<file path="config.mk">
export PLATFORM = sky130hd
export DESIGN_NAME = id_ex_pipe_flat
export DESIGN_NICKNAME = d
export VERILOG_FILES = /design/src/rtl/id_ex_pipe_if.sv /design/src/rtl/id_ex_pipe.sv /design/src/flat_wrapper.sv
export SDC_FILE = /design/constraint.sdc
export NUM_CORES = 1
export LEC_CHECK = 0
export BUFFER_PORTS_ARGS = -buffer_cell sky130_fd_sc_hd__buf_4
export CAP_MARGIN = 40
export CORE_AREA = 2 2 132 134
export CTS_BUF_LIST = sky130_fd_sc_hd__clkbuf_2 sky130_fd_sc_hd__clkbuf_4 sky130_fd_sc_hd__clkbuf_8
export DETAILED_ROUTE_END_ITERATION = 8
export DIE_AREA = 0 0 134 136
export MAX_ROUTING_LAYER = met4
export PLACE_DENSITY = 0.65
export SETUP_SLACK_MARGIN = 0.02
export SLEW_MARGIN = 10
export SYNTH_ARGS = -nofsm -noshare
export SYNTH_HDL_FRONTEND = slang
export SYNTH_SLANG_ARGS = --single-unit
</file>
<file path="constraint.sdc">
create_clock -name Clock -period 2.5 [get_ports Clock]
set_clock_uncertainty 0.15 [all_clocks]
set_input_delay 0.25 -clock Clock [delete_from_list [all_inputs] [get_ports Clock]]
set_output_delay 0.25 -clock Clock [all_outputs]
set_load 0.01 [all_outputs]
</file>
<file path="src/rtl/id_ex_pipe_if.sv">
// rtl/id_ex_pipe_if.sv - ID-stage inputs and EX-stage register outputs of the ID/EX pipeline register
interface id_ex_pipe_if #(
    parameter int STALL_CNT_W = 16
);
    logic                   Flush;
    logic                   RegWriteOut_ID, MemToReg_ID, R_Enable_ID, W_Enable_ID, RegDst_ID, ALUSrc0_ID;
    logic [1:0]             R_Width_ID, W_Width_ID, ALUSrc1_ID;
    logic [31:0]            Reg_Data1_ID, Reg_Data2_ID, Imm32b_ID, PCPlusFour_ID;
    logic [4:0]             Rs_ID, Rt_ID, Rd_ID;
    logic                   UsesRt_ID;

    logic                   RegWriteOut_EX, MemToReg_EX, R_Enable_EX, W_Enable_EX, RegDst_EX, ALUSrc0_EX;
    logic [1:0]             R_Width_EX, W_Width_EX, ALUSrc1_EX;
    logic [31:0]            Reg_Data1_EX, Reg_Data2_EX, Imm32b_EX, PCPlusFour_EX;
    logic [4:0]             Rs_EX, Rt_EX, Rd_EX;
    logic                   UsesRt_EX;
    logic [4:0]             Dest_EX;
    logic                   Stall_IF;
    logic [STALL_CNT_W-1:0] StallCount;

    modport master (
        output Flush, RegWriteOut_ID, MemToReg_ID, R_Enable_ID, W_Enable_ID, RegDst_ID, ALUSrc0_ID,
               R_Width_ID, W_Width_ID, ALUSrc1_ID, Reg_Data1_ID, Reg_Data2_ID, Imm32b_ID, PCPlusFour_ID,
               Rs_ID, Rt_ID, Rd_ID, UsesRt_ID,
        input  RegWriteOut_EX, MemToReg_EX, R_Enable_EX, W_Enable_EX, RegDst_EX, ALUSrc0_EX,
               R_Width_EX, W_Width_EX, ALUSrc1_EX, Reg_Data1_EX, Reg_Data2_EX, Imm32b_EX, PCPlusFour_EX,
               Rs_EX, Rt_EX, Rd_EX, UsesRt_EX, Dest_EX, Stall_IF, StallCount
    );

    modport slave (
        input  Flush, RegWriteOut_ID, MemToReg_ID, R_Enable_ID, W_Enable_ID, RegDst_ID, ALUSrc0_ID,
               R_Width_ID, W_Width_ID, ALUSrc1_ID, Reg_Data1_ID, Reg_Data2_ID, Imm32b_ID, PCPlusFour_ID,
               Rs_ID, Rt_ID, Rd_ID, UsesRt_ID,
        output RegWriteOut_EX, MemToReg_EX, R_Enable_EX, W_Enable_EX, RegDst_EX, ALUSrc0_EX,
               R_Width_EX, W_Width_EX, ALUSrc1_EX, Reg_Data1_EX, Reg_Data2_EX, Imm32b_EX, PCPlusFour_EX,
               Rs_EX, Rt_EX, Rd_EX, UsesRt_EX, Dest_EX, Stall_IF, StallCount
    );
endinterface

</file>
<file path="src/rtl/id_ex_pipe.sv">
// rtl/id_ex_pipe.sv - ID/EX pipeline register with load-use bubble insertion and saturating stall counter
module id_ex_pipe #(
    parameter int STALL_CNT_W = 16
) (
    input logic          Clock,
    input logic          Reset,
    id_ex_pipe_if.slave  bus
);
    logic                   hazard;
    logic                   stall;
    logic                   squash;
    logic [STALL_CNT_W-1:0] stall_cnt;

    // A load in EX whose result the ID instruction needs is not ready until after EX.
    assign hazard = bus.R_Enable_EX & bus.RegWriteOut_EX & (bus.Dest_EX != 5'd0) &
                    ((bus.Dest_EX == bus.Rs_ID) | (bus.UsesRt_ID & (bus.Dest_EX == bus.Rt_ID)));
    assign stall  = hazard & ~bus.Flush;
    assign squash = ~Reset | bus.Flush | stall;

    assign bus.Stall_IF   = stall;
    assign bus.StallCount = stall_cnt;

    always_ff @(posedge Clock) begin
        if (squash) begin
            bus.RegWriteOut_EX <= 1'b0;
            bus.MemToReg_EX    <= 1'b0;
            bus.R_Enable_EX    <= 1'b0;
            bus.W_Enable_EX    <= 1'b0;
            bus.RegDst_EX      <= 1'b0;
            bus.ALUSrc0_EX     <= 1'b0;
            bus.R_Width_EX     <= 2'd0;
            bus.W_Width_EX     <= 2'd0;
            bus.ALUSrc1_EX     <= 2'd0;
            bus.Reg_Data1_EX   <= 32'd0;
            bus.Reg_Data2_EX   <= 32'd0;
            bus.Imm32b_EX      <= 32'd0;
            bus.PCPlusFour_EX  <= 32'd0;
            bus.Rs_EX          <= 5'd0;
            bus.Rt_EX          <= 5'd0;
            bus.Rd_EX          <= 5'd0;
            bus.UsesRt_EX      <= 1'b0;
            bus.Dest_EX        <= 5'd0;
        end else begin
            bus.RegWriteOut_EX <= bus.RegWriteOut_ID;
            bus.MemToReg_EX    <= bus.MemToReg_ID;
            bus.R_Enable_EX    <= bus.R_Enable_ID;
            bus.W_Enable_EX    <= bus.W_Enable_ID;
            bus.RegDst_EX      <= bus.RegDst_ID;
            bus.ALUSrc0_EX     <= bus.ALUSrc0_ID;
            bus.R_Width_EX     <= bus.R_Width_ID;
            bus.W_Width_EX     <= bus.W_Width_ID;
            bus.ALUSrc1_EX     <= bus.ALUSrc1_ID;
            bus.Reg_Data1_EX   <= bus.Reg_Data1_ID;
            bus.Reg_Data2_EX   <= bus.Reg_Data2_ID;
            bus.Imm32b_EX      <= bus.Imm32b_ID;
            bus.PCPlusFour_EX  <= bus.PCPlusFour_ID;
            bus.Rs_EX          <= bus.Rs_ID;
            bus.Rt_EX          <= bus.Rt_ID;
            bus.Rd_EX          <= bus.Rd_ID;
            bus.UsesRt_EX      <= bus.UsesRt_ID;
            bus.Dest_EX        <= bus.RegDst_ID ? bus.Rd_ID : bus.Rt_ID;
        end
    end

    // Counts inserted bubbles only; a flush never reaches here because stall already excludes it.
    always_ff @(posedge Clock) begin
        if (!Reset) begin
            stall_cnt <= '0;
        end else if (stall && !(&stall_cnt)) begin
            stall_cnt <= stall_cnt + {{(STALL_CNT_W-1){1'b0}}, 1'b1};
        end
    end
endmodule

</file>
<file path="src/flat_wrapper.sv">
// flat-port wrapper written by rule: the top's interface ports become plain ports
module id_ex_pipe_flat 
#(
    parameter int STALL_CNT_W = 16
)
  (Clock, Reset, bus_Flush, bus_RegWriteOut_ID, bus_MemToReg_ID, bus_R_Enable_ID, bus_W_Enable_ID, bus_RegDst_ID, bus_ALUSrc0_ID, bus_R_Width_ID, bus_W_Width_ID, bus_ALUSrc1_ID, bus_Reg_Data1_ID, bus_Reg_Data2_ID, bus_Imm32b_ID, bus_PCPlusFour_ID, bus_Rs_ID, bus_Rt_ID, bus_Rd_ID, bus_UsesRt_ID, bus_RegWriteOut_EX, bus_MemToReg_EX, bus_R_Enable_EX, bus_W_Enable_EX, bus_RegDst_EX, bus_ALUSrc0_EX, bus_R_Width_EX, bus_W_Width_EX, bus_ALUSrc1_EX, bus_Reg_Data1_EX, bus_Reg_Data2_EX, bus_Imm32b_EX, bus_PCPlusFour_EX, bus_Rs_EX, bus_Rt_EX, bus_Rd_EX, bus_UsesRt_EX, bus_Dest_EX, bus_Stall_IF, bus_StallCount);
  id_ex_pipe_if #(.STALL_CNT_W(STALL_CNT_W)) bus_i ();
  input logic Clock;
  input logic Reset;
  input wire logic [$bits(bus_i.Flush)-1:0] bus_Flush;
  input wire logic [$bits(bus_i.RegWriteOut_ID)-1:0] bus_RegWriteOut_ID;
  input wire logic [$bits(bus_i.MemToReg_ID)-1:0] bus_MemToReg_ID;
  input wire logic [$bits(bus_i.R_Enable_ID)-1:0] bus_R_Enable_ID;
  input wire logic [$bits(bus_i.W_Enable_ID)-1:0] bus_W_Enable_ID;
  input wire logic [$bits(bus_i.RegDst_ID)-1:0] bus_RegDst_ID;
  input wire logic [$bits(bus_i.ALUSrc0_ID)-1:0] bus_ALUSrc0_ID;
  input wire logic [$bits(bus_i.R_Width_ID)-1:0] bus_R_Width_ID;
  input wire logic [$bits(bus_i.W_Width_ID)-1:0] bus_W_Width_ID;
  input wire logic [$bits(bus_i.ALUSrc1_ID)-1:0] bus_ALUSrc1_ID;
  input wire logic [$bits(bus_i.Reg_Data1_ID)-1:0] bus_Reg_Data1_ID;
  input wire logic [$bits(bus_i.Reg_Data2_ID)-1:0] bus_Reg_Data2_ID;
  input wire logic [$bits(bus_i.Imm32b_ID)-1:0] bus_Imm32b_ID;
  input wire logic [$bits(bus_i.PCPlusFour_ID)-1:0] bus_PCPlusFour_ID;
  input wire logic [$bits(bus_i.Rs_ID)-1:0] bus_Rs_ID;
  input wire logic [$bits(bus_i.Rt_ID)-1:0] bus_Rt_ID;
  input wire logic [$bits(bus_i.Rd_ID)-1:0] bus_Rd_ID;
  input wire logic [$bits(bus_i.UsesRt_ID)-1:0] bus_UsesRt_ID;
  output wire logic [$bits(bus_i.RegWriteOut_EX)-1:0] bus_RegWriteOut_EX;
  output wire logic [$bits(bus_i.MemToReg_EX)-1:0] bus_MemToReg_EX;
  output wire logic [$bits(bus_i.R_Enable_EX)-1:0] bus_R_Enable_EX;
  output wire logic [$bits(bus_i.W_Enable_EX)-1:0] bus_W_Enable_EX;
  output wire logic [$bits(bus_i.RegDst_EX)-1:0] bus_RegDst_EX;
  output wire logic [$bits(bus_i.ALUSrc0_EX)-1:0] bus_ALUSrc0_EX;
  output wire logic [$bits(bus_i.R_Width_EX)-1:0] bus_R_Width_EX;
  output wire logic [$bits(bus_i.W_Width_EX)-1:0] bus_W_Width_EX;
  output wire logic [$bits(bus_i.ALUSrc1_EX)-1:0] bus_ALUSrc1_EX;
  output wire logic [$bits(bus_i.Reg_Data1_EX)-1:0] bus_Reg_Data1_EX;
  output wire logic [$bits(bus_i.Reg_Data2_EX)-1:0] bus_Reg_Data2_EX;
  output wire logic [$bits(bus_i.Imm32b_EX)-1:0] bus_Imm32b_EX;
  output wire logic [$bits(bus_i.PCPlusFour_EX)-1:0] bus_PCPlusFour_EX;
  output wire logic [$bits(bus_i.Rs_EX)-1:0] bus_Rs_EX;
  output wire logic [$bits(bus_i.Rt_EX)-1:0] bus_Rt_EX;
  output wire logic [$bits(bus_i.Rd_EX)-1:0] bus_Rd_EX;
  output wire logic [$bits(bus_i.UsesRt_EX)-1:0] bus_UsesRt_EX;
  output wire logic [$bits(bus_i.Dest_EX)-1:0] bus_Dest_EX;
  output wire logic [$bits(bus_i.Stall_IF)-1:0] bus_Stall_IF;
  output wire logic [$bits(bus_i.StallCount)-1:0] bus_StallCount;
  assign bus_i.Flush = bus_Flush;
  assign bus_i.RegWriteOut_ID = bus_RegWriteOut_ID;
  assign bus_i.MemToReg_ID = bus_MemToReg_ID;
  assign bus_i.R_Enable_ID = bus_R_Enable_ID;
  assign bus_i.W_Enable_ID = bus_W_Enable_ID;
  assign bus_i.RegDst_ID = bus_RegDst_ID;
  assign bus_i.ALUSrc0_ID = bus_ALUSrc0_ID;
  assign bus_i.R_Width_ID = bus_R_Width_ID;
  assign bus_i.W_Width_ID = bus_W_Width_ID;
  assign bus_i.ALUSrc1_ID = bus_ALUSrc1_ID;
  assign bus_i.Reg_Data1_ID = bus_Reg_Data1_ID;
  assign bus_i.Reg_Data2_ID = bus_Reg_Data2_ID;
  assign bus_i.Imm32b_ID = bus_Imm32b_ID;
  assign bus_i.PCPlusFour_ID = bus_PCPlusFour_ID;
  assign bus_i.Rs_ID = bus_Rs_ID;
  assign bus_i.Rt_ID = bus_Rt_ID;
  assign bus_i.Rd_ID = bus_Rd_ID;
  assign bus_i.UsesRt_ID = bus_UsesRt_ID;
  assign bus_RegWriteOut_EX = bus_i.RegWriteOut_EX;
  assign bus_MemToReg_EX = bus_i.MemToReg_EX;
  assign bus_R_Enable_EX = bus_i.R_Enable_EX;
  assign bus_W_Enable_EX = bus_i.W_Enable_EX;
  assign bus_RegDst_EX = bus_i.RegDst_EX;
  assign bus_ALUSrc0_EX = bus_i.ALUSrc0_EX;
  assign bus_R_Width_EX = bus_i.R_Width_EX;
  assign bus_W_Width_EX = bus_i.W_Width_EX;
  assign bus_ALUSrc1_EX = bus_i.ALUSrc1_EX;
  assign bus_Reg_Data1_EX = bus_i.Reg_Data1_EX;
  assign bus_Reg_Data2_EX = bus_i.Reg_Data2_EX;
  assign bus_Imm32b_EX = bus_i.Imm32b_EX;
  assign bus_PCPlusFour_EX = bus_i.PCPlusFour_EX;
  assign bus_Rs_EX = bus_i.Rs_EX;
  assign bus_Rt_EX = bus_i.Rt_EX;
  assign bus_Rd_EX = bus_i.Rd_EX;
  assign bus_UsesRt_EX = bus_i.UsesRt_EX;
  assign bus_Dest_EX = bus_i.Dest_EX;
  assign bus_Stall_IF = bus_i.Stall_IF;
  assign bus_StallCount = bus_i.StallCount;
  id_ex_pipe #(.STALL_CNT_W(STALL_CNT_W)) u_core (.Clock(Clock), .Reset(Reset), .bus(bus_i));
endmodule
</file>
* After elaboration in Yosys (flattened, before gate mapping)
Index checks and enable logic that the tools add are counted.
** Word-level totals
- Output and inout bits :: 178
- Register bits :: 177
** Cells by class
- Reduce and logical (&&, ||, !) cells :: 4
- Multiplexer cells :: 1
- Add/subtract/negate cells :: 1
- Bitwise operators :: 10
- Eq/ne operators :: 2
** Operator list (count)
- 16-bit by 1-bit adder with 16-bit output, second input constant :: 1
- 16-bit AND reduction :: 1
- 5-bit equality test :: 2
- 1-bit AND :: 5
- 5-bit two-way mux :: 1
- 5-bit nonzero test :: 1
- 1-bit OR :: 3
- 1-bit inverter :: 2
- 1-bit logical AND :: 1
- 1-bit logical NOT :: 1

* Longest topological paths before layout
- Depth in word-level cells :: 6
- Gate-level depth with buffers :: 7
- Gate-level depth less buffers :: 6

* Worst setup path before layout
OpenSTA, ideal clock, no wires.
- Path type :: reg-to-reg
- From :: register u_core.stall_cnt[0], in the netlist u_core.bus.StallCount[0]
- To :: register u_core.stall_cnt[0], in the netlist u_core.bus.StallCount[0]
- Cell stages (with the launch flop) :: 8
- Path slack :: 470 ps
- Arrival time :: 1749 ps
- Period minus slack after synthesis :: 2030 ps
- Setup time :: 131 ps
- Path through :: dfxtp_1 -> ha_1 -> nand2_1 -> or4_4 -> nor2_2 -> buf_4 -> nor3_1 -> mux2i_1
** Between the ends
- Word-level cells in the longest chain between the ends :: 3
- Elaborated cells on any way between the ends :: 4
- Those cells by class :: add/sub: 1; reduce/logical: 3
** RTL lines
- from (decl) :: RTL line id_ex_pipe.sv:12 : logic [STALL_CNT_W-1:0] stall_cnt;
- from (signal assigned) :: RTL line id_ex_pipe.sv:70 : stall_cnt <= stall_cnt + {{(STALL_CNT_W-1){1'b0}}, 1'b1};
- branches (longest 3 deep; another with 16-bit by 1-bit adder with 16-bit output)
Parallel ways; which one is timed is not known.
A chain may end at the register's enable or synchronous reset.

* Worst setup path after layout
- From :: input port bus_Rt_ID[1]
- To :: output port bus_Stall_IF
** Between the ends
- Word-level cells in the longest chain between the ends :: 5
** RTL lines
- from (decl) :: RTL line flat_wrapper.sv:25 : input wire logic [$bits(bus_i.Rt_ID)-1:0] bus_Rt_ID;
- 5-bit equality test :: RTL line id_ex_pipe.sv:16 : ((bus.Dest_EX == bus.Rs_ID) | (bus.UsesRt_ID & (bus.Dest_EX == bus.Rt_ID)));
- 1-bit AND :: RTL line id_ex_pipe.sv:16
- 1-bit OR :: RTL line id_ex_pipe.sv:16
- 1-bit AND :: RTL line id_ex_pipe.sv:15 : assign hazard = bus.R_Enable_EX & bus.RegWriteOut_EX & (bus.Dest_EX != 5'd0) &
- 1-bit AND :: RTL line id_ex_pipe.sv:17 : assign stall = hazard & ~bus.Flush;
- to (decl) :: RTL line flat_wrapper.sv:46 : output wire logic [$bits(bus_i.Stall_IF)-1:0] bus_Stall_IF;
No other way between the ends.

==> impl_metrics.ini <==
[outcome]
status = finished, final reports clean

[placed_design]
placedInstanceArea_sq_um = 8170
dp_cells = 1017
hpwl_um = 11600
place_congestion = 0.740
io_buffers = 336

[clocking]
clkTransAtPathRegs_ps = 90
clock_latency_ps = 440
clockBufferDepth = 2
root_buffer = clkbuf_8
cts_tree = done
clkSinkCount = 177
cts_made_buffers = 17
htreeDepth = 4

[timing]
fin_crit_ps = 2440
post-route-period-util_pct = 97.8
hold_viol_final = 0
rsz0062_at_grt = true
tightest_slew_ps = 489
whs_ps = 38.1
relSlewSlack_pct = 67.4
fmax_mhz = 409
drv_slew = 0
setup_violations = 0
tns_ps = 0

[route]
drc = 0
via_per_inst = 4.17
vias = 5024
ant_nets = 0
wl_per_cell_um = 14.6
drt_iter0_markers = 159
drt_wl_total_um = 17600
dr.pass1.iters = 4

[global_route]
globalRouteMet3Util_pct = 5.56
grt_max_degree = 92
grtUsageTotal_pct = 19.0
gr-total-overflow = 0
grt_pass1_wl_um = 26200
antenna_found_initial = 0
use_met2_pct = 33.1
busiest_layer = met2
grt_pass1_vias = 5142
met1_usage_pct = 21.2

[setup_path]
worst_setup_path_start_kind = input port
crit_buf_inv = 4
slowest_delay_ps = 540
required_ps = 2100
cp.depth = 8
cpLargestDelayFamily = buffers and inverters
startpoint = bus_Rt_ID[1]
ff2ff_path_depth = 7
worst-setup-path-type = input port to output port
path_common_cell = buf_4
slowest_stage = dlygate4sd3_1
r2r_slack_ps = 210
critical_path.reg2reg.startpoint = u_core.bus.Dest_EX[2]
cp_max_fo = 16
crit_chain = dlygate4sd3_1 -> buf_4 -> xor2_1 -> nor4_2 -> a32oi_2 -> buf_6 -> nor2_4 -> buf_4
endpoint = bus_Stall_IF
cp-end-kind = output port
r2r-end = u_core.bus.Reg_Data1_EX[1]
arrival_ps = 2040

[min_path]
hold_path_class = input port to flop

[die]
coreArea_sq_um = 16900
dieArea_sq_um = 18200
initial_core_util_pct = 32.0
io_pins = 337
rows = 48
die_w_um = 134
die_h_um = 136

[cells_and_area]
num_antenna_cells = 0
drive_gt1_share_pct = 38.9
fin_cells = 1205
final_area_sq_um = 10200
num-fill-cells = 1400
seqCellArea_sq_um = 3540
nNetsFinal = 1128
final_util_pct = 60.2
syn2layout_area_growth_pct = 87.9
multi_input_area_sq_um = 1770

[synth]
syn_inst = 473
synth-seq-cells = 177
yosysSeqAreaShare_pct = 65.6
syn_nets = 633
syn_area_sq_um = 5410
ys_types = 38
ys_warn_count = 0
synth.avg_cell_area_sq_um = 11.4

[power]
vdd_drop_max_mv = 0.375
power.density_nw_per_um2 = 562
p_leak_nw = 4.70

[job]
drv_cap = 0
## worst min-delay path: cells and delay by family
family	cells	cell delay (ps)
buffers and inverters	1	190
multiplexers	1	60
AND/OR/NAND/NOR	1	90
## stage by stage
stage / worst slack [ps] / power (W)
CTS: 23.4 / 0.00577
finish: 55.5 / 0.00571
detailed placement: 122 / 0.00359
global placement: 153 / 0.00358
floorplan: 470 / 0.00320
global route: -6.61 / 0.00596
## power by group
group	switching, W	internal [W]	leakage, nW
combinational	0.000265	0.000506	3.05
clock	0.00105	0.000927	0.196
sequential	0.0000361	0.00292	1.45
## cells in the mapped netlist, drive strengths merged
library cell | n | area share [%]
nor3 | 10 | 0.93
mux2i | 13 | 2.4
nand3b | 1 | 0.14
xnor2 | 1 | 0.16
buf | 6 | 0.69
o31ai | 7 | 0.97
nor4b | 1 | 0.16
o2111ai | 1 | 0.16
nor2 | 6 | 0.46
inv | 3 | 0.21
dfxtp | 177 | 66
nor4 | 6 | 0.81
o311ai | 1 | 0.16
or3 | 1 | 0.12
nand2 | 20 | 1.4
and2 | 156 | 18
o21ai | 1 | 0.093
a21oi | 1 | 0.093
o21ba | 1 | 0.19
or4 | 7 | 1.0
ha | 1 | 0.23
a32oi | 1 | 0.30
clkbuf | 17 | 1.2
o41ai | 1 | 0.16
nand3 | 4 | 0.37
and3 | 1 | 0.12
a21boi | 7 | 0.97
nand2b | 7 | 0.81
nand4 | 4 | 0.46
xor2 | 9 | 1.5
o211ai | 1 | 0.14
## area by class of cell
type	instances	area share, %
clock buffer	18	2.44
clock inverter	13	1.48
inverter	3	0.111
multi-input combinational	270	17.4
sequential	177	34.9
tap	225	2.77
timing repair buffer	499	40.9
## cells by family after synthesis
group	Yosys count	share of synthesized area (%)
compound gates	22	3.24
xor+xnor	10	1.62
fa+ha+maj	1	0.231
buf+inv	26	2.08
flops	177	65.6
mux	13	2.41
simple gates	224	24.9
## sequential cells by signal (all words and copies together), names as in the netlist, 5 cells and up
| signal | cells |
|---|---|
| u_core.bus.Imm32b_EX | 32 |
| u_core.bus.PCPlusFour_EX | 32 |
| u_core.bus.Reg_Data1_EX | 32 |
| u_core.bus.Reg_Data2_EX | 32 |
| u_core.bus.StallCount | 16 |
| u_core.bus.Dest_EX | 5 |
| u_core.bus.Rd_EX | 5 |
| u_core.bus.Rs_EX | 5 |
| u_core.bus.Rt_EX | 5 |
## layout by cell type (no fill, tap or decap), types with 5 or more instances in the layout
master,netlist,layout
or4_1,6,6
buf_4,1,341
and2_1,156,156
dlygate4sd3_1,0,156
o31ai_1,7,7
clkbuf_8,0,18
nor3_1,10,10
xor2_1,9,9
nor4_1,5,5
nand2b_1,7,7
dfxtp_1,177,176
nand2_1,20,20
a21boi_1,5,5
mux2i_1,13,13
## worst min path at each step
stage / from / endpoint / slack, ps / cells after the start
final: Reset / u_core.bus.StallCount[1] / 40 / 3
after global routing: Reset / u_core.bus.StallCount[11] / 20 / 2
after CTS: Reset / u_core.bus.StallCount[14] / 1 / 3
after detailed placement: bus_PCPlusFour_ID[2] / u_core.bus.PCPlusFour_EX[2] / 300 / 2
after global placement: bus_Reg_Data2_ID[5] / u_core.bus.Reg_Data2_EX[5] / 300 / 2
after floorplan: bus_ALUSrc0_ID / u_core.bus.ALUSrc0_EX / 220 / 1
## routing by layer
layer / vias up / part of all wire, % / wire (um)
met2: 210 / 51 / 9050
met1: 2284 / 40 / 7060
met4: 0 / 1.6 / 282
li1: 2512 / - / -
met5: - / 0 / 0
met3: 18 / 6.8 / 1200
## timing repair
item,in CTS,in global routing
gates resized for setup,2,3
hold buffers,156,0
setup buffers,1,0
pin swaps,1,2
hold endpoints to repair,161,0
setup endpoints to repair,1,5
Note: power is estimated with default switching activity, not from simulation.
